### src/rtl/rx_frame_pkg.sv
// Shared types and elaboration-time helpers for the oversampling serial receiver.
package rx_frame_pkg;

   typedef enum logic [1:0] {StIdle, StStart, StData, StStop} rx_state_e;

   function automatic int unsigned calc_div(input int unsigned clk_hz,
                                            input int unsigned sample_hz);
      return clk_hz / sample_hz;
   endfunction

   // Bits needed to hold 0..n-1, never less than one.
   function automatic int unsigned idx_w(input int unsigned n);
      return (n < 2) ? 1 : $clog2(n);
   endfunction

   function automatic int unsigned div_cnt_w(input int unsigned div);
      return idx_w(div);
   endfunction

   function automatic int unsigned samp_cnt_w(input int unsigned spb);
      return idx_w(spb);
   endfunction

   // ones_cnt must reach spb itself, one more value than samp_cnt.
   function automatic int unsigned ones_cnt_w(input int unsigned spb);
      return idx_w(spb + 1);
   endfunction

   function automatic int unsigned bit_idx_w(input int unsigned data_w);
      return idx_w(data_w);
   endfunction

endpackage

### src/rtl/sample_tick_gen.sv
// Free-running clock divider producing a one-cycle sample strobe every DIV clocks.
module sample_tick_gen
   import rx_frame_pkg::*;
#(
   parameter int unsigned DIV = 10
) (
   input  logic CLOCK_50,
   input  logic RESET_N,
   input  logic en,
   output logic sample_tick
);

   localparam int unsigned CntW = div_cnt_w(DIV);
   localparam logic [CntW-1:0] CntMax = CntW'(DIV - 1);

   logic [CntW-1:0] cnt_q, cnt_d;

   always_comb begin
      cnt_d = cnt_q;
      if (!en) begin
         cnt_d = '0;
      end else if (cnt_q == CntMax) begin
         cnt_d = '0;
      end else begin
         cnt_d = cnt_q + CntW'(1);
      end
   end

   // Gated by en so a stale terminal count cannot strobe while disabled.
   assign sample_tick = en && (cnt_q == CntMax);

   always_ff @(posedge CLOCK_50 or negedge RESET_N) begin
      if (!RESET_N) begin
         cnt_q <= '0;
      end else begin
         cnt_q <= cnt_d;
      end
   end

endmodule

### src/rtl/rx_frame_sampler.sv
// Oversampling serial frame receiver: start detect, per-bit majority vote, stop check,
// registered data word with one-cycle valid / framing-error strobes.
module rx_frame_sampler
   import rx_frame_pkg::*;
#(
   parameter int unsigned CLK_HZ          = 50000000,
   parameter int unsigned SAMPLE_HZ       = 40000,
   parameter int unsigned SAMPLES_PER_BIT = 10,
   parameter int unsigned DATA_W          = 8
) (
   input  logic              CLOCK_50,
   input  logic              RESET_N,
   input  logic              en,
   input  logic              rx_in,
   output logic [DATA_W-1:0] data_out,
   output logic              data_valid,
   output logic              frame_err,
   output logic              busy,
   output logic              sample_tick
);

   localparam int unsigned Div   = calc_div(CLK_HZ, SAMPLE_HZ);
   localparam int unsigned SampW = samp_cnt_w(SAMPLES_PER_BIT);
   localparam int unsigned OnesW = ones_cnt_w(SAMPLES_PER_BIT);
   localparam int unsigned IdxW  = bit_idx_w(DATA_W);

   localparam logic [SampW-1:0] SampLast = SampW'(SAMPLES_PER_BIT - 1);
   localparam logic [IdxW-1:0]  IdxLast  = IdxW'(DATA_W - 1);

   if (Div < 2) begin : g_bad_div
      $error("rx_frame_sampler: CLK_HZ/SAMPLE_HZ must be at least 2");
   end
   if (SAMPLES_PER_BIT < 3) begin : g_bad_spb
      $error("rx_frame_sampler: SAMPLES_PER_BIT must be at least 3");
   end
   if (DATA_W < 1 || DATA_W > 32) begin : g_bad_dw
      $error("rx_frame_sampler: DATA_W must be in 1..32");
   end

   logic tick;

   sample_tick_gen #(
      .DIV (Div)
   ) u_tick_gen (
      .CLOCK_50    (CLOCK_50),
      .RESET_N     (RESET_N),
      .en          (en),
      .sample_tick (tick)
   );

   // Two-flop synchroniser, free running regardless of en; idles high.
   logic [1:0] sync_q, sync_d;
   logic       rx_s;

   assign sync_d = {sync_q[0], rx_in};
   assign rx_s   = sync_q[1];

   rx_state_e         state_q, state_d;
   logic [SampW-1:0]  samp_q, samp_d;
   logic [OnesW-1:0]  ones_q, ones_d;
   logic [IdxW-1:0]   idx_q, idx_d;
   logic [DATA_W-1:0] shreg_q, shreg_d;
   logic [DATA_W-1:0] data_q, data_d;
   logic              dv_q, dv_d;
   logic              fe_q, fe_d;

   logic [OnesW-1:0]  ones_new;
   logic              bit_end;
   logic              vote;

   always_comb begin
      state_d  = state_q;
      samp_d   = samp_q;
      ones_d   = ones_q;
      idx_d    = idx_q;
      shreg_d  = shreg_q;
      data_d   = data_q;
      dv_d     = 1'b0;
      fe_d     = 1'b0;
      ones_new = ones_q + OnesW'(rx_s);
      bit_end  = (samp_q == SampLast);
      // Strict majority: a tie votes 0.
      vote     = ((32'(ones_new) << 1) > SAMPLES_PER_BIT);

      if (!en) begin
         state_d = StIdle;
         samp_d  = '0;
         ones_d  = '0;
         idx_d   = '0;
         shreg_d = '0;
      end else if (tick) begin
         if (state_q == StIdle) begin
            // The detecting sample is start sample 0, known to be a zero.
            if (!rx_s) begin
               state_d = StStart;
               samp_d  = SampW'(1);
               ones_d  = '0;
            end
         end else if (!bit_end) begin
            samp_d = samp_q + SampW'(1);
            ones_d = ones_new;
         end else begin
            samp_d = '0;
            ones_d = '0;
            unique case (state_q)
               StStart: begin
                  if (vote) begin
                     state_d = StIdle;
                  end else begin
                     state_d = StData;
                     idx_d   = '0;
                  end
               end
               StData: begin
                  shreg_d[idx_q] = vote;
                  if (idx_q == IdxLast) begin
                     state_d = StStop;
                     idx_d   = '0;
                  end else begin
                     idx_d = idx_q + IdxW'(1);
                  end
               end
               StStop: begin
                  if (vote) begin
                     data_d = shreg_q;
                     dv_d   = 1'b1;
                  end else begin
                     fe_d = 1'b1;
                  end
                  state_d = StIdle;
               end
               default: begin
                  state_d = StIdle;
               end
            endcase
         end
      end
   end

   always_ff @(posedge CLOCK_50 or negedge RESET_N) begin
      if (!RESET_N) begin
         sync_q  <= 2'b11;
         state_q <= StIdle;
         samp_q  <= '0;
         ones_q  <= '0;
         idx_q   <= '0;
         shreg_q <= '0;
         data_q  <= '0;
         dv_q    <= 1'b0;
         fe_q    <= 1'b0;
      end else begin
         sync_q  <= sync_d;
         state_q <= state_d;
         samp_q  <= samp_d;
         ones_q  <= ones_d;
         idx_q   <= idx_d;
         shreg_q <= shreg_d;
         data_q  <= data_d;
         dv_q    <= dv_d;
         fe_q    <= fe_d;
      end
   end

   assign data_out    = data_q;
   assign data_valid  = dv_q;
   assign frame_err   = fe_q;
   // Disabling forces IDLE on the next edge; report not-busy already in that cycle.
   assign busy        = en && (state_q != StIdle);
   assign sample_tick = tick;

endmodule

### config.mk
export PLATFORM = sky130hd
export DESIGN_NAME = rx_frame_sampler
export DESIGN_NICKNAME = d
export VERILOG_FILES = /design/src/rtl/rx_frame_pkg.sv /design/src/rtl/sample_tick_gen.sv /design/src/rtl/rx_frame_sampler.sv
export SDC_FILE = /design/constraint.sdc
export NUM_CORES = 1
export LEC_CHECK = 0
export CAP_MARGIN = 20
export CORE_ASPECT_RATIO = 1.1
export CORE_UTILIZATION = 58
export CTS_CLUSTER_SIZE = 28
export DETAILED_ROUTE_END_ITERATION = 7
export HOLD_SLACK_MARGIN = 0.05
export PLACE_DENSITY = 0.82
export SETUP_SLACK_MARGIN = 0.3
export SYNTH_ARGS = -nofsm -noshare
export SYNTH_HDL_FRONTEND = slang
export SYNTH_SLANG_ARGS = --single-unit
### constraint.sdc
create_clock -name CLOCK_50 -period 3.35 [get_ports CLOCK_50]
set_clock_uncertainty 0.05 [all_clocks]
set_input_delay 0.67 -clock CLOCK_50 [delete_from_list [all_inputs] [get_ports CLOCK_50]]
set_output_delay 0.67 -clock CLOCK_50 [all_outputs]
set_load 0.01 [all_outputs]
After elaboration in Yosys (flattened, before gate mapping)
Index checks and enable logic that the tools add are counted.
{"block": "totals", "ff_bits": 44, "out_inout_bits": 12, "in_bits": 4}
{"block": "op_classes", "muxes": 47, "bitwise_logic": 1, "reduce_logical": 10, "order_cmp": 3, "eq_ne": 15, "add_sub_neg": 4}
{"op": "two-way mux 4 bit", "n": 10}
{"op": "two-way mux 8 bit", "n": 5}
{"op": "two-way mux 11 bit", "n": 2}
{"op": "two-way mux 3 bit", "n": 6}
{"op": "two-way mux 2 bit", "n": 7}
{"op": "two-way mux 1 bit", "n": 13}
{"op": "adder 11 x 1 -> 11 bit (second input constant)", "n": 1}
{"op": "== test 11 bit (second input constant)", "n": 1}
{"op": "bitwise mux 8 bit", "n": 1}
{"op": "AND reduction 4 bit", "n": 2}
{"op": "!= test 2 x 1 -> 1 bit (second input constant)", "n": 3}
{"op": "!= test 3 x 1 -> 1 bit (second input constant)", "n": 2}
{"op": "!= test 3 bit (second input constant)", "n": 2}
{"op": "one-hot mux 3 bit (2 select lines)", "n": 1}
{"op": "AND reduction 6 bit", "n": 1}
{"op": "> comparator 5 x 4 -> 1 bit (second input constant)", "n": 1}
{"op": "AND reduction 5 bit", "n": 1}
{"op": "adder 4 x 1 -> 4 bit", "n": 1}
{"op": "adder 4 x 1 -> 4 bit (second input constant)", "n": 1}
{"op": "== test 2 bit (second input constant)", "n": 2}
{"op": "== test 4 bit (second input constant)", "n": 1}
{"op": "less-than comparator 3 x 4 -> 1 bit (second input constant)", "n": 1}
{"op": "!= test 4 bit (second input constant)", "n": 1}
{"op": "one-hot mux 2 bit (2 select lines)", "n": 1}
{"op": "11 further kinds", "n": 13}

Depth between registers and ports, before layout
Gate-level depths: netlist of run 1.
{"block": "logic_depth", "ltp_word": 10, "mapped_depth": 7, "mapped_depth_nobuf": 7}

By module
From an unflattened synthesis of run 1, not the netlist that was laid out.
{"block": "unflattened", "cells_unflattened": 239, "hier_area_um2": 2484.9}
{"module": "rx_frame_sampler", "seq_area_each_um2": 828.3, "cells_per_inst": 182, "n_inst": 1, "area_each_um2": 1893.1}
{"module": "sample_tick_gen", "seq_area_each_um2": 275.3, "cells_per_inst": 57, "n_inst": 1, "area_each_um2": 591.8}

Worst setup path before layout of run 1
No wires, ideal clock.
{"block": "synth_path", "path_kind": "register -> register", "start": "reg u_tick_gen.cnt_q[4]", "end": "reg idx_q[1]", "t_arrival_ns": 2.289, "required_ns": 3.221, "setup_slack_ns": 0.932, "path_stages_with_launch": 7, "path_cell_list": "dfrtp_1 -> or4_4 -> buf_6 -> or4_4 -> buf_6 -> a2111oi_4 -> mux2i_1"}
{"block": "synth_via", "elab_chain_cells": 4}
{"item": "start, declared", "line_no": "sample_tick_gen.sv:16", "rtl": "logic [CntW-1:0] cnt_q, cnt_d;"}
{"item": "start signal, assigned", "line_no": "sample_tick_gen.sv:36", "rtl": "cnt_q <= cnt_d;"}
{"item": "== test 11 bit", "line_no": "sample_tick_gen.sv:30", "rtl": "assign sample_tick = en && (cnt_q == CntMax);"}
{"item": "logical AND 1 bit", "line_no": "sample_tick_gen.sv:30"}
{"item": "!= test 2 x 1 -> 1 bit (no source line)"}
{"item": "AND reduction 5 bit (no source line)"}
{"item": "end signal, assigned", "line_no": "rx_frame_sampler.sv:156", "rtl": "idx_q <= idx_d;"}
{"item": "end, declared", "line_no": "rx_frame_sampler.sv:61", "rtl": "logic [IdxW-1:0] idx_q, idx_d;"}
No other way between the ends.
A chain may end at the register's enable or synchronous reset.

Final worst setup path of run 1
{"block": "layout_path", "start": "reg u_tick_gen.cnt_q[4]", "end": "out sample_tick"}
{"block": "layout_via", "elab_chain_cells": 2}
{"item": "== test 11 bit", "line_no": "sample_tick_gen.sv:30"}
{"item": "logical AND 1 bit", "line_no": "sample_tick_gen.sv:30"}
{"item": "end, declared", "line_no": "rx_frame_sampler.sv:19", "rtl": "output logic sample_tick"}
No other way between the ends.

==> results of run 1 <==
-- cell type report --
type                       count  area (sq um)  share of cell area (%)
clock inverter                 3          90.1                    3.42
timing repair buffer          18           168                    6.37
inverter                       6          22.5                   0.855
multi-input combinational    157          1120                    42.5
tap                           50          62.6                    2.38
clock buffer                   5          68.8                    2.61
sequential                    44          1100                    41.9
-- state kept, by name, summed over array words and instances, names as in the netlist --
name and cells:
idx_q 3, frame_err 1, u_tick_gen.cnt_q 11, data_out 8, ones_q 4, shreg_q 8
samp_q 4, sync_q 2, state_q 2, data_valid 1
-- placed cells by master (no fill, tap or decap), types with 3 or more instances in the layout --
master / n
sky130_fd_sc_hd__clkbuf_8: 5
sky130_fd_sc_hd__o21ai_0: 13
sky130_fd_sc_hd__clkdlybuf4s50_1: 14
sky130_fd_sc_hd__nand2b_1: 8
sky130_fd_sc_hd__nor2_1: 16
sky130_fd_sc_hd__o311ai_0: 5
sky130_fd_sc_hd__mux2i_1: 3
sky130_fd_sc_hd__bufinv_16: 3
sky130_fd_sc_hd__and3_1: 3
sky130_fd_sc_hd__inv_1: 6
sky130_fd_sc_hd__xor2_1: 5
sky130_fd_sc_hd__xnor2_1: 3
sky130_fd_sc_hd__mux2_2: 8
sky130_fd_sc_hd__nand2_1: 18
sky130_fd_sc_hd__or3_1: 3
sky130_fd_sc_hd__nand3b_1: 4
sky130_fd_sc_hd__buf_4: 3
sky130_fd_sc_hd__o31ai_1: 11
sky130_fd_sc_hd__nand3_1: 8
sky130_fd_sc_hd__nand4_1: 3
sky130_fd_sc_hd__dfrtp_1: 42
sky130_fd_sc_hd__nor3_1: 6
sky130_fd_sc_hd__ha_1: 12
sky130_fd_sc_hd__o311ai_1: 3
-- worst max path at each step --
stage | start | end | slack [ns] | cells past startpoint
floorplan | u_tick_gen.cnt_q[4] | idx_q[1] | 0.93 | 6
global placement | en | sample_tick | 0.50 | 4
detailed placement | en | sample_tick | 0.44 | 4
CTS | u_tick_gen.cnt_q[4] | sample_tick | 0.36 | 3
global route | u_tick_gen.cnt_q[4] | sample_tick | 0.34 | 3
finish | u_tick_gen.cnt_q[4] | sample_tick | 0.43 | 3
-- power by group --
part	leakage, nW	internal, mW	switching (mW)	total (mW)
Combinational	0.444	0.0660	0.110	0.176
Clock	0.0784	0.373	0.181	0.554
Sequential	0.602	0.550	0.0187	0.569
-- per-layer routing --
metal  vias up  GRT usage [%]  wire length, um
li1        825              -                -
met3         8           5.94              114
met1       829           29.5             1910
met2        24           38.7             2160
met4         0           11.4               84
met5         -              0                0
-- worst reg2reg max path, cell delays in order (launching register included) --
cell	delay (ns)
sky130_fd_sc_hd__dfrtp_1	0.39
sky130_fd_sc_hd__inv_1	0.09
sky130_fd_sc_hd__ha_1	0.29
sky130_fd_sc_hd__or4bb_1	0.51
sky130_fd_sc_hd__nor4_1	0.52
sky130_fd_sc_hd__nand3_1	0.26
sky130_fd_sc_hd__o31ai_1	0.31
-- metrics by stage --
step / setup slack [ns] / instance area (sq um) / hold WS, ns / utilization (%)
floorplan: 0.932 / 2280 / 0.295 / -
global placement: 0.502 / 2470 / 0.296 / 66.5
detailed placement: 0.441 / 2470 / 0.300 / 66.5
CTS: 0.357 / 2630 / 0.312 / 70.8
global route: 0.335 / 2630 / 0.314 / 70.9
finish: 0.431 / 2630 / 0.311 / 70.9
-- what timing repair did --
| action | in CTS | in global routing |
|---|---|---|
| gates resized for setup | 0 | 1 |
| setup buffers | 0 | 0 |
| setup endpoints to repair | 0 | 1 |
-- cell families (layout without fill, tap and decap cells) --
logic type | after synthesis | after routing | synth area share [%]
AND/OR/NAND/NOR | 80 | 80 | 18.7
AO/OA/AOI/OAI | 46 | 46 | 15.2
flip-flops | 44 | 44 | 48.4
buffers and inverters | 13 | 32 | 2.80
adder cells (fa/ha/maj) | 12 | 12 | 6.59
multiplexers | 11 | 11 | 5.27
XOR/XNOR | 8 | 8 | 3.07
==> reports/qor.txt, run 1 <==
TIMING
--------------------------------------------------------------------------------------
Count of final hold-check violations                                                 0
Final period util                                                                87.1%
RSZ-0062 raised after global routing                                                no
Final number of max-transition violations                                            0
Worst Max-Slew Pin Slew                                                       0.943 ns
Final setup vio count                                                                0
Max Clock Freq                                                                 343 MHz
Remaining max-slew budget at the tightest pin                                    37.1%
Min Tclk post-route                                                            2.92 ns
Post-route setup TNS                                                              0 ns

RUN
--------------------------------------------------------------------------------------
Max-cap viol count                                                                   0

DRT
--------------------------------------------------------------------------------------
DRC violation total after the first TritonRoute iteration                           86
Number of vias in the routed layout                                              1,686
Routed wirelength normalized by instance count                                 15.1 um
Number of nets still failing antenna checks after routing                            0
Total Routed Length                                                            4270 um
Per-cell via count in the routed design                                           5.96
Number of design rule violations left after detail routing                           0
Total iterations of the first detailed-routing run                                   4

SETUP PATH
--------------------------------------------------------------------------------------
Worst reg2reg startpoint                                                    state_q[0]
Top cell family by delay on the critical path                             simple AND/OR/NAND/NOR gates
Critical path arrival                                                          2.20 ns
Peak per-stage delay on the critical path                                      0.59 ns
Required @ worst endpoint                                                      2.63 ns
Number of cells on the worst reg-to-reg path                                         6
FF-to-FF End                                                                shreg_q[4]
Cells along the critical path                                             or4_4, nor4_2, clkdlybuf4s50_1
Top fanout value on the critical path                                                6
Start-to-end type of the worst setup path                                 flop to output pin
CP Capture Type                                                             output pin
Worst Setup Start Kind                                                            flop
Sum of buffers and inverters on the critical path                                    1
Library cell contributing the largest single delay on the critical path   sky130_fd_sc_hd__or4_4
Reg2reg setup slack                                                            0.82 ns

POWER
--------------------------------------------------------------------------------------
Static Leak                                                                    1.12 nW
Worst ir drop on vdd                                                          0.402 mV
PwrDens                                                                    493 nW/um^2
Final Total Pwr                                                                1.30 mW

RUN STATUS
--------------------------------------------------------------------------------------
Status                                                                       completed

CELLS AND AREA
--------------------------------------------------------------------------------------
Count of non-filler cells in the finished layout                                   283
Ant. Diodes                                                                          0
Layout overhead on the synthesized area                                          15.5%
Total of fill cells in the finished design                                         263
Fraction of layout instances using a drive strength above 1                      11.6%
Final net count                                                                    248

PLACEMENT
--------------------------------------------------------------------------------------
Cells after DPL                                                                    275
Final Wtd Congestion                                                             0.830
Port Buffer Count                                                                   15
DP Wirelength                                                                  3060 um

SYNTHESIS
--------------------------------------------------------------------------------------
Post-synth top area share                                                        46.1%
Share of synthesized flip-flops with an asynchronous set or reset                 100%
Synthesized instance count                                                         214
Portion of the post-synthesis area used by sequential elements                   48.4%
Yosys warnings                                                                       0
Number of synthesized register bits                                                 44
Area leader, netlist                                                      sky130_fd_sc_hd__dfrtp_1
Cell area after technology mapping                                          2280 sq um
Number of enable flip-flop cells after synthesis                                     0
Primary FF master, synth                                                  sky130_fd_sc_hd__dfrtp_1
Count of cell types in the netlist                                                  43
Number of nets in the synthesized netlist                                          230
Ranking of synthesized cells by instance count                            sky130_fd_sc_hd__dfrtp_1 (42), sky130_fd_sc_hd__nand2_1 (18), sky130_fd_sc_hd__nor2_1 (16), sky130_fd_sc_hd__o21ai_0 (13), sky130_fd_sc_hd__ha_1 (12)
Most frequently used cell type in the post-synthesis netlist              sky130_fd_sc_hd__dfrtp_1
Mean instance size in the synthesized netlist                               10.7 sq um
Largest cells by area after synthesis                                     sky130_fd_sc_hd__dfrtp_1 (46%), sky130_fd_sc_hd__ha_1 (6.6%), sky130_fd_sc_hd__mux2_2 (4.0%), sky130_fd_sc_hd__o31ai_1 (3.6%), sky130_fd_sc_hd__nand2_1 (3.0%)

FLOORPLAN
--------------------------------------------------------------------------------------
DIE AREA                                                                    4190 sq um
Chip Width                                                                     61.8 um
I/O pin count                                                                       16
Initial cell density of the core                                                 61.4%
Die span in y                                                                  67.8 um
# rows                                                                              23
Core ar.                                                                    3710 sq um

CTS
--------------------------------------------------------------------------------------
CTS tree                                                                          done
TritonCTS buffer count                                                               5
Count of H-tree levels built during CTS                                              2
Buffer depth of the longest clock path                                               2
Number of buffers added to fix hold violations after cts                             0
Clock Pin Slew Worst Setup and Hold Paths                                      0.08 ns
CTS root buffer                                                           sky130_fd_sc_hd__clkbuf_8
Later-pin clock latency in the skew report                                     0.30 ns
Sinks on the clock net                                                              44

GLOBAL ROUTING
--------------------------------------------------------------------------------------
Largest net degree at the start of global routing                                   45
Number of global-route vias before repair                                        1,666
Antenna violations before repair                                                     0
First-pass GRT wire length                                                     7330 um
GR Overflow Total                                                                    0
Total routing resource utilization after global routing                          23.9%

HOLD PATH
--------------------------------------------------------------------------------------
Start point of the worst min-delay path                                      sync_q[0]
Hold Path Cell Cnt                                                                   0
Endpoint of the worst hold-timing path                                       sync_q[1]
Type of the worst min-delay path                                          flop to flop

(Power assumes the default switching activity.)
==> run 2, diff against run 1 <==
Settings changed: CAP_MARGIN 20 to 40, CORE_UTILIZATION 58 to 59, PLACE_DENSITY 0.82 to 0.83, SYNTH_HIERARCHICAL set to 1.
==> run 2 against run 1 <==
Effect of this change:
- sequential share of layout area is 2.3 points lower
- synthesized cell count grew 12%
- worst hold slack worse by 0.038 ns
- largest power group unchanged
- first-iteration DRC count fell by 14%
- sequential power down 3%
- synthesized area rose by 9.0%
- non-clock buffer count unchanged
- routed wire length up 13%
- critical path depth is 1 higher
- fmax about the same
- critical path type unchanged
- via count increased by 11%
- clock-buffer cell count grew 1
==> reports/qor.txt, run 2 <==
SETUP PATH
--------------------------------------------------------------------------------------
Sum of buffers and inverters on the critical path                                    1   unchanged
Reg2reg setup slack                                                            0.86 ns   was 0.82 ns
Worst Setup Start Kind                                                            flop   unchanged
Critical path arrival                                                          2.20 ns   about the same
Worst setup path start                                                    u_tick_gen/cnt_q[8]   was u_tick_gen.cnt_q[4]
Cells along the critical path                                             nand2b_1, nor4b_1, and3_1, clkdlybuf4s50_1   was or4_4, nor4_2, clkdlybuf4s50_1
Required @ worst endpoint                                                      2.63 ns   about the same
Crit path to                                                               sample_tick   unchanged
Start-to-end type of the worst setup path                                 flop to output pin   unchanged
Number of cells on the worst reg-to-reg path                                         7   was 6
Crit. path cell count                                                                4   was 3
FF-to-FF End                                                                shreg_q[2]   was shreg_q[4]
CP Capture Type                                                             output pin   unchanged
Top fanout value on the critical path                                                6   unchanged
Top cell family by delay on the critical path                             simple AND/OR/NAND/NOR gates   unchanged
Library cell contributing the largest single delay on the critical path   sky130_fd_sc_hd__clkdlybuf4s50_1   was sky130_fd_sc_hd__or4_4
Worst reg2reg startpoint                                                  u_tick_gen/cnt_q[8]   was state_q[0]
Peak per-stage delay on the critical path                                      0.58 ns   was 0.59 ns

SYNTHESIS
--------------------------------------------------------------------------------------
Synthesized instance count                                                         239   was 214
Mean instance size in the synthesized netlist                               10.4 sq um   was 10.7 sq um
Number of nets in the synthesized netlist                                          255   was 230
Ranking of synthesized cells by instance count                            sky130_fd_sc_hd__dfrtp_1 (42), sky130_fd_sc_hd__o21ai_0 (21), sky130_fd_sc_hd__nand2_1 (14), sky130_fd_sc_hd__a21oi_1 (12), sky130_fd_sc_hd__ha_1 (12)   was sky130_fd_sc_hd__dfrtp_1 (42), sky130_fd_sc_hd__nand2_1 (18), sky130_fd_sc_hd__nor2_1 (16), sky130_fd_sc_hd__o21ai_0 (13), sky130_fd_sc_hd__ha_1 (12)
Share of synthesized flip-flops with an asynchronous set or reset                 100%   unchanged
Yosys warnings                                                                       6   was 0
Portion of the post-synthesis area used by sequential elements                   44.4%   was 48.4%
Largest cells by area after synthesis                                     sky130_fd_sc_hd__dfrtp_1 (42%), sky130_fd_sc_hd__ha_1 (6.0%), sky130_fd_sc_hd__o21ai_0 (4.2%), sky130_fd_sc_hd__mux2_1 (3.6%), sky130_fd_sc_hd__a21oi_1 (2.4%)   was sky130_fd_sc_hd__dfrtp_1 (46%), sky130_fd_sc_hd__ha_1 (6.6%), sky130_fd_sc_hd__mux2_2 (4.0%), sky130_fd_sc_hd__o31ai_1 (3.6%), sky130_fd_sc_hd__nand2_1 (3.0%)
Post-synth top area share                                                        42.3%   was 46.1%
Primary FF master, synth                                                  sky130_fd_sc_hd__dfrtp_1   unchanged
Number of enable flip-flop cells after synthesis                                     0   unchanged
Area leader, netlist                                                      sky130_fd_sc_hd__dfrtp_1   unchanged
Number of synthesized register bits                                                 44   unchanged
Count of cell types in the netlist                                                  58   was 43
Cell area after technology mapping                                          2480 sq um   was 2280 sq um
Most frequently used cell type in the post-synthesis netlist              sky130_fd_sc_hd__dfrtp_1   unchanged

TIMING
--------------------------------------------------------------------------------------
Final number of max-transition violations                                            0   unchanged
Final setup vio count                                                                0   unchanged
Worst Hold Slack                                                              0.274 ns   was 0.311 ns
Final period util                                                                87.2%   was 87.1%
Remaining max-slew budget at the tightest pin                                    56.9%   was 37.1%
Final Worst Setup Slack                                                       0.428 ns   was 0.431 ns
RSZ-0062 raised after global routing                                                no   unchanged
Post-route setup TNS                                                              0 ns   unchanged
Max Clock Freq                                                                 342 MHz   was 343 MHz
Count of final hold-check violations                                                 0   unchanged
Min Tclk post-route                                                            2.92 ns   about the same
Worst Max-Slew Pin Slew                                                       0.644 ns   was 0.943 ns

POWER
--------------------------------------------------------------------------------------
Final Total Pwr                                                                1.06 mW   was 1.30 mW
Part of the power in the clock network                                           37.6%   was 42.7%
Portion of total power attributed to sequential cells                            52.3%   was 43.8%
Static Leak                                                                    1.20 nW   was 1.12 nW
Share of total power consumed by net switching                                   24.2%   was 23.9%
PwrDens                                                                    380 nW/um^2   was 493 nW/um^2
Worst ir drop on vdd                                                          0.328 mV   was 0.402 mV
Power spent charging and discharging nets                                       256 uW   was 310 uW
Cell internal power dissipation                                                 804 uW   was 989 uW
Comb pwr share                                                                   10.0%   was 13.5%

RUN
--------------------------------------------------------------------------------------
Max-cap viol count                                                                   0   unchanged

CTS
--------------------------------------------------------------------------------------
Count of H-tree levels built during CTS                                              2   unchanged
Sinks on the clock net                                                              44   unchanged
Later-pin clock latency in the skew report                                     0.30 ns   about the same
Buffer depth of the longest clock path                                               2   unchanged
Clock Pin Slew Worst Setup and Hold Paths                                      0.08 ns   about the same
Number of buffers added to fix hold violations after cts                             0   unchanged
TritonCTS buffer count                                                               5   unchanged
CTS root buffer                                                           sky130_fd_sc_hd__clkbuf_8   unchanged
# Post-CTS Setup Buffers                                                             0   unchanged
Post-cts sizing count                                                                0   unchanged
CTS tree                                                                          done   unchanged

DRT
--------------------------------------------------------------------------------------
Number of nets still failing antenna checks after routing                            0   unchanged
Total Routed Length                                                            4850 um   was 4270 um
Number of vias in the routed layout                                              1,879   was 1,686
DRC violation total after the first TritonRoute iteration                           74   was 86
Per-cell via count in the routed design                                           6.12   was 5.96
Number of design rule violations left after detail routing                           0   unchanged
Total iterations of the first detailed-routing run                                   4   unchanged
Routed wirelength normalized by instance count                                 15.8 um   was 15.1 um

FLOORPLAN
--------------------------------------------------------------------------------------
Die span in y                                                                  70.1 um   was 67.8 um
# rows                                                                              24   was 23
Chip Width                                                                     63.9 um   was 61.8 um
Initial cell density of the core                                                 62.2%   was 61.4%
Core ar.                                                                    3990 sq um   was 3710 sq um
DIE AREA                                                                    4480 sq um   was 4190 sq um
I/O pin count                                                                       16   unchanged

CELLS AND AREA
--------------------------------------------------------------------------------------
Ant. Diodes                                                                          0   unchanged
Total of fill cells in the finished design                                         318   was 263
Final net count                                                                    270   was 248
Count of non-filler cells in the finished layout                                   307   was 283
Layout overhead on the synthesized area                                          12.2%   was 15.5%
Register name with the most flops                                         u_tick_gen/cnt_q   was u_tick_gen.cnt_q
Number of flip-flops under the largest register name                                11   unchanged
Top library cells by usage in the layout, fill and taps aside             sky130_fd_sc_hd__dfrtp_1 (42), sky130_fd_sc_hd__o21ai_0 (21), sky130_fd_sc_hd__nand2_1 (14), sky130_fd_sc_hd__clkdlybuf4s50_1 (14)   was sky130_fd_sc_hd__dfrtp_1 (42), sky130_fd_sc_hd__nand2_1 (18), sky130_fd_sc_hd__nor2_1 (16)
Most common cell after layout, fill and taps aside                        sky130_fd_sc_hd__dfrtp_1   unchanged
Fin area                                                                    2790 sq um   was 2630 sq um
Fraction of layout instances using a drive strength above 1                      11.8%   was 11.6%
Post-Route Utilization                                                           69.8%   was 70.9%

GLOBAL ROUTING
--------------------------------------------------------------------------------------
First-pass GRT wire length                                                     8550 um   was 7330 um
Antenna violations before repair                                                     0   unchanged
Largest net degree at the start of global routing                                   25   was 45
GR Overflow Total                                                                    0   unchanged
Total routing resource utilization after global routing                          24.4%   was 23.9%
Number of global-route vias before repair                                        1,842   was 1,666

PLACEMENT
--------------------------------------------------------------------------------------
Final Wtd Congestion                                                             0.868   was 0.830
Cells after DPL                                                                    299   was 275
Port Buffer Count                                                                   15   unchanged
Setup slack after placement                                                   0.588 ns   was 0.441 ns
Cell Area, Placed                                                           2680 sq um   was 2470 sq um
DP Wirelength                                                                  3440 um   was 3060 um

RUN STATUS
--------------------------------------------------------------------------------------
Status                                                                       completed   unchanged

HOLD PATH
--------------------------------------------------------------------------------------
Type of the worst min-delay path                                          primary input to async pin   was flop to flop

run 2: area by class of cell:
cell class / count / area, sq um / area share, %
clock inverters: 2 / 35.0 / 1.26
clock buffers: 6 / 72.6 / 2.60
repair buffers: 18 / 180 / 6.46
inverters: 13 / 48.8 / 1.75
flip-flops and latches: 44 / 1100 / 39.6
well taps: 52 / 65.1 / 2.33
multi-input cells: 172 / 1280 / 46.0
run 2: metal layers:
layer,vias up,wire [um],track usage (%)
met2,28,2380,40.3
li1,916,-,-
met1,926,2260,31.2
met4,0,90,10.1
met5,-,0,0
met3,9,112,4.58
run 2: worst min-delay path by stage:
stage | startpoint | end | slack [ns] | depth (start not counted)
2_1_floorplan | sync_q[0] | sync_q[1] | 0.30 | 0
3_3_place_gp | sync_q[0] | sync_q[1] | 0.30 | 0
3_5_place_dp | sync_q[0] | sync_q[1] | 0.30 | 0
4_1_cts | RESET_N | u_tick_gen/cnt_q[9] | 0.29 | 1
5_1_grt | RESET_N | u_tick_gen/cnt_q[9] | 0.31 | 1
6_report | RESET_N | u_tick_gen/cnt_q[9] | 0.27 | 1
run 2: power by group through the flow:
stage                     Combinational, mW  Sequential (mW)  Clock (mW)
final                                 0.106            0.554       0.399
after global routing                  0.119            0.556       0.423
after CTS                             0.107            0.554       0.405
after detailed placement              0.106            0.564           0
after global placement                0.100            0.564           0
after floorplan                      0.0756            0.558           0
run 2: logic make-up (layout without fill, tap and decap cells):
| family | after synthesis | in the layout | synth area share [%] |
|---|---|---|---|
| adders and majority gates | 12 | 12 | 6.04 |
| and+or+nand+nor | 80 | 80 | 20.1 |
| xor gates and xnor gates | 3 | 3 | 1.06 |
| buffers and inverters | 23 | 39 | 3.98 |
| DFF | 44 | 44 | 44.4 |
| AOI/OAI and AO/OA | 69 | 69 | 20.7 |
| muxes | 8 | 8 | 3.63 |
==> run 3, diff against run 2 <==
Settings changed: CAP_MARGIN 40 to unset.
==> run 3 against run 2 <==
Effect of this change:
- total power rose by 0.25%
- sequential cell count did not move
- via count rose by 0.53%
- final cell count fell by 0.33%
- core utilization fell by 0.50 points
- critical endpoint unchanged
- largest cell class unchanged
- highest routed layer unchanged
==> reports/qor.txt, run 3 (same netlist as run 2, synthesis figures left out) <==
GLOBAL ROUTING
----------------------------------------------------------------------------
Antenna violations before repair                                           0   unchanged
Largest net degree at the start of global routing                         45   was 25
First-pass GRT wire length                                           8510 um   was 8550 um
Number of global-route vias before repair                              1,840   was 1,842
GR Overflow Total                                                          0   unchanged
Total routing resource utilization after global routing                24.5%   was 24.4%

PLACEMENT
----------------------------------------------------------------------------
Final Wtd Congestion                                                   0.868   unchanged
DP Wirelength                                                        3360 um   was 3440 um
Cell Area, Placed                                                 2660 sq um   was 2680 sq um
Setup slack after placement                                         0.591 ns   was 0.588 ns
Port Buffer Count                                                         15   unchanged

CELLS AND AREA
----------------------------------------------------------------------------
Fin area                                                          2770 sq um   was 2790 sq um
Total of fill cells in the finished design                               319   was 318
Number of flip-flops under the largest register name                      11   unchanged
Ant. Diodes                                                                0   unchanged
Layout overhead on the synthesized area                                11.4%   was 12.2%
Final net count                                                          269   was 270
Most common cell after layout, fill and taps aside              sky130_fd_sc_hd__dfrtp_1   unchanged
Register name with the most flops                               u_tick_gen/cnt_q   unchanged
Fraction of layout instances using a drive strength above 1            11.4%   was 11.8%
Top library cells by usage in the layout, fill and taps aside   sky130_fd_sc_hd__dfrtp_1 (42), sky130_fd_sc_hd__o21ai_0 (21), sky130_fd_sc_hd__nand2_1 (14), sky130_fd_sc_hd__clkdlybuf4s50_1 (14)   unchanged

CTS
----------------------------------------------------------------------------
Count of H-tree levels built during CTS                                    2   unchanged
# Post-CTS Setup Buffers                                                   0   unchanged
CTS root buffer                                                 sky130_fd_sc_hd__clkbuf_8   unchanged
Clock Pin Slew Worst Setup and Hold Paths                            0.09 ns   was 0.08 ns
Later-pin clock latency in the skew report                           0.30 ns   about the same
Number of buffers added to fix hold violations after cts                   0   unchanged
Post-cts sizing count                                                      0   unchanged
TritonCTS buffer count                                                     5   unchanged
Sinks on the clock net                                                    44   unchanged
CTS tree                                                                done   unchanged
Buffer depth of the longest clock path                                     2   unchanged

TIMING
----------------------------------------------------------------------------
RSZ-0062 raised after global routing                                      no   unchanged
Count of final hold-check violations                                       0   unchanged
Min Tclk post-route                                                  2.93 ns   was 2.92 ns
Max Clock Freq                                                       341 MHz   was 342 MHz
Worst Max-Slew Pin Slew                                             0.971 ns   was 0.644 ns
Final period util                                                      87.5%   was 87.2%
Final Worst Setup Slack                                             0.420 ns   was 0.428 ns
Remaining max-slew budget at the tightest pin                          35.3%   was 56.9%
Final number of max-transition violations                                  0   unchanged
Post-route setup TNS                                                    0 ns   unchanged
Final setup vio count                                                      0   unchanged

FLOORPLAN
----------------------------------------------------------------------------
DIE AREA                                                          4480 sq um   unchanged
Initial cell density of the core                                       62.2%   unchanged
Die span in y                                                        70.1 um   unchanged
Chip Width                                                           63.9 um   unchanged
# rows                                                                    24   unchanged
I/O pin count                                                             16   unchanged
Core ar.                                                          3990 sq um   unchanged

SETUP PATH
----------------------------------------------------------------------------
FF-to-FF End                                                      shreg_q[2]   unchanged
Number of cells on the worst reg-to-reg path                               7   unchanged
Reg2reg setup slack                                                  0.86 ns   about the same
Required @ worst endpoint                                            2.63 ns   about the same
Start-to-end type of the worst setup path                       flop to output pin   unchanged
Worst reg2reg startpoint                                        u_tick_gen/cnt_q[8]   unchanged
Critical path arrival                                                2.21 ns   was 2.20 ns
CP Capture Type                                                   output pin   unchanged
Top fanout value on the critical path                                      6   unchanged
Worst Setup Start Kind                                                  flop   unchanged

POWER
----------------------------------------------------------------------------
Part of the power in the clock network                                 38.0%   was 37.6%
Static Leak                                                          1.19 nW   was 1.20 nW
Worst ir drop on vdd                                                0.352 mV   was 0.328 mV
Power spent charging and discharging nets                             260 uW   was 256 uW
PwrDens                                                          384 nW/um^2   was 380 nW/um^2
Cell internal power dissipation                                       802 uW   was 804 uW
Comb pwr share                                                          9.8%   was 10.0%
Portion of total power attributed to sequential cells                  52.2%   was 52.3%
Final Total Pwr                                                      1.06 mW   about the same
Share of total power consumed by net switching                         24.5%   was 24.2%

RUN
----------------------------------------------------------------------------
Max-cap viol count                                                         0   unchanged

DRT
----------------------------------------------------------------------------
DRC violation total after the first TritonRoute iteration                135   was 74
Total Routed Length                                                  4830 um   was 4850 um
Per-cell via count in the routed design                                 6.17   was 6.12
Number of design rule violations left after detail routing                 0   unchanged
Routed wirelength normalized by instance count                       15.8 um   about the same
Number of nets still failing antenna checks after routing                  0   unchanged
Number of vias in the routed layout                                    1,889   was 1,879
Total iterations of the first detailed-routing run                         4   unchanged

HOLD PATH
----------------------------------------------------------------------------
Endpoint of the worst hold-timing path                             sync_q[1]
Type of the worst min-delay path                                flop to flop   was primary input to async pin
Start point of the worst min-delay path                            sync_q[0]
Hold Path Cell Cnt                                                         0

RUN STATUS
----------------------------------------------------------------------------
Status                                                             completed   unchanged

run 3: changes by cell type in the layout (fill, tap and decap cells not counted), sizes merged:
cell	delta
buf	-1
run 3: power groups by stage:
stage / Sequential (mW) / Clock [mW] / Combinational (mW)
6_report: 0.554 / 0.404 / 0.104
3_5_place_dp: 0.565 / 0 / 0.104
4_1_cts: 0.554 / 0.404 / 0.104
3_3_place_gp: 0.564 / 0 / 0.100
5_1_grt: 0.556 / 0.429 / 0.117
2_1_floorplan: 0.558 / 0 / 0.0756
run 3: worst max-delay path: stages, from the launching register on:
cell and delay, ns:
sky130_fd_sc_hd__dfrtp_1 0.43, sky130_fd_sc_hd__nand2b_1 0.22, sky130_fd_sc_hd__nor4b_1 0.35, sky130_fd_sc_hd__and3_1 0.33
sky130_fd_sc_hd__clkdlybuf4s50_1 0.57
run 3: worst max path at each step:
stage,start,endpoint,slack (ns)
after global placement,en,sample_tick,0.59
after global routing,u_tick_gen/cnt_q[8],sample_tick,0.30
after floorplan,u_tick_gen/cnt_q[8],idx_q[1],1.23
after CTS,u_tick_gen/cnt_q[8],sample_tick,0.45
final,u_tick_gen/cnt_q[8],sample_tick,0.42
after detailed placement,en,busy,0.59
run 3: layout make-up:
class                           count  area, sq um  share of cell area (%)
Timing Repair Buffer               17          160                    5.79
Clock inverter                      2         35.0                    1.27
Inverter                           13         48.8                    1.76
Clock buffer                        6         72.6                    2.62
Multi-Input combinational cell    172         1280                    46.3
Sequential cell                    44         1100                    39.9
Tap cell                           52         65.1                    2.35
run 3: layer usage:
metal / wire [um] / vias up / global-route usage (%) / share of wire [%]
li1: - / 916 / - / -
met1: 2260 / 938 / 30.3 / 47
met2: 2380 / 27 / 41.0 / 49
met3: 111 / 8 / 5.07 / 2.3
met4: 74 / 0 / 10.9 / 1.5
met5: 0 / - / 0 / 0
run 3: per-stage QoR:
| stage | util, % | hold WS, ns | instances |
|---|---|---|---|
| floorplan | - | 0.295 | 239 |
| global placement | 66.6 | 0.298 | 298 |
| detailed placement | 66.6 | 0.298 | 298 |
| CTS | 69.3 | 0.311 | 306 |
| global route | 69.3 | 0.312 | 306 |
| finish | 69.3 | 0.309 | 306 |
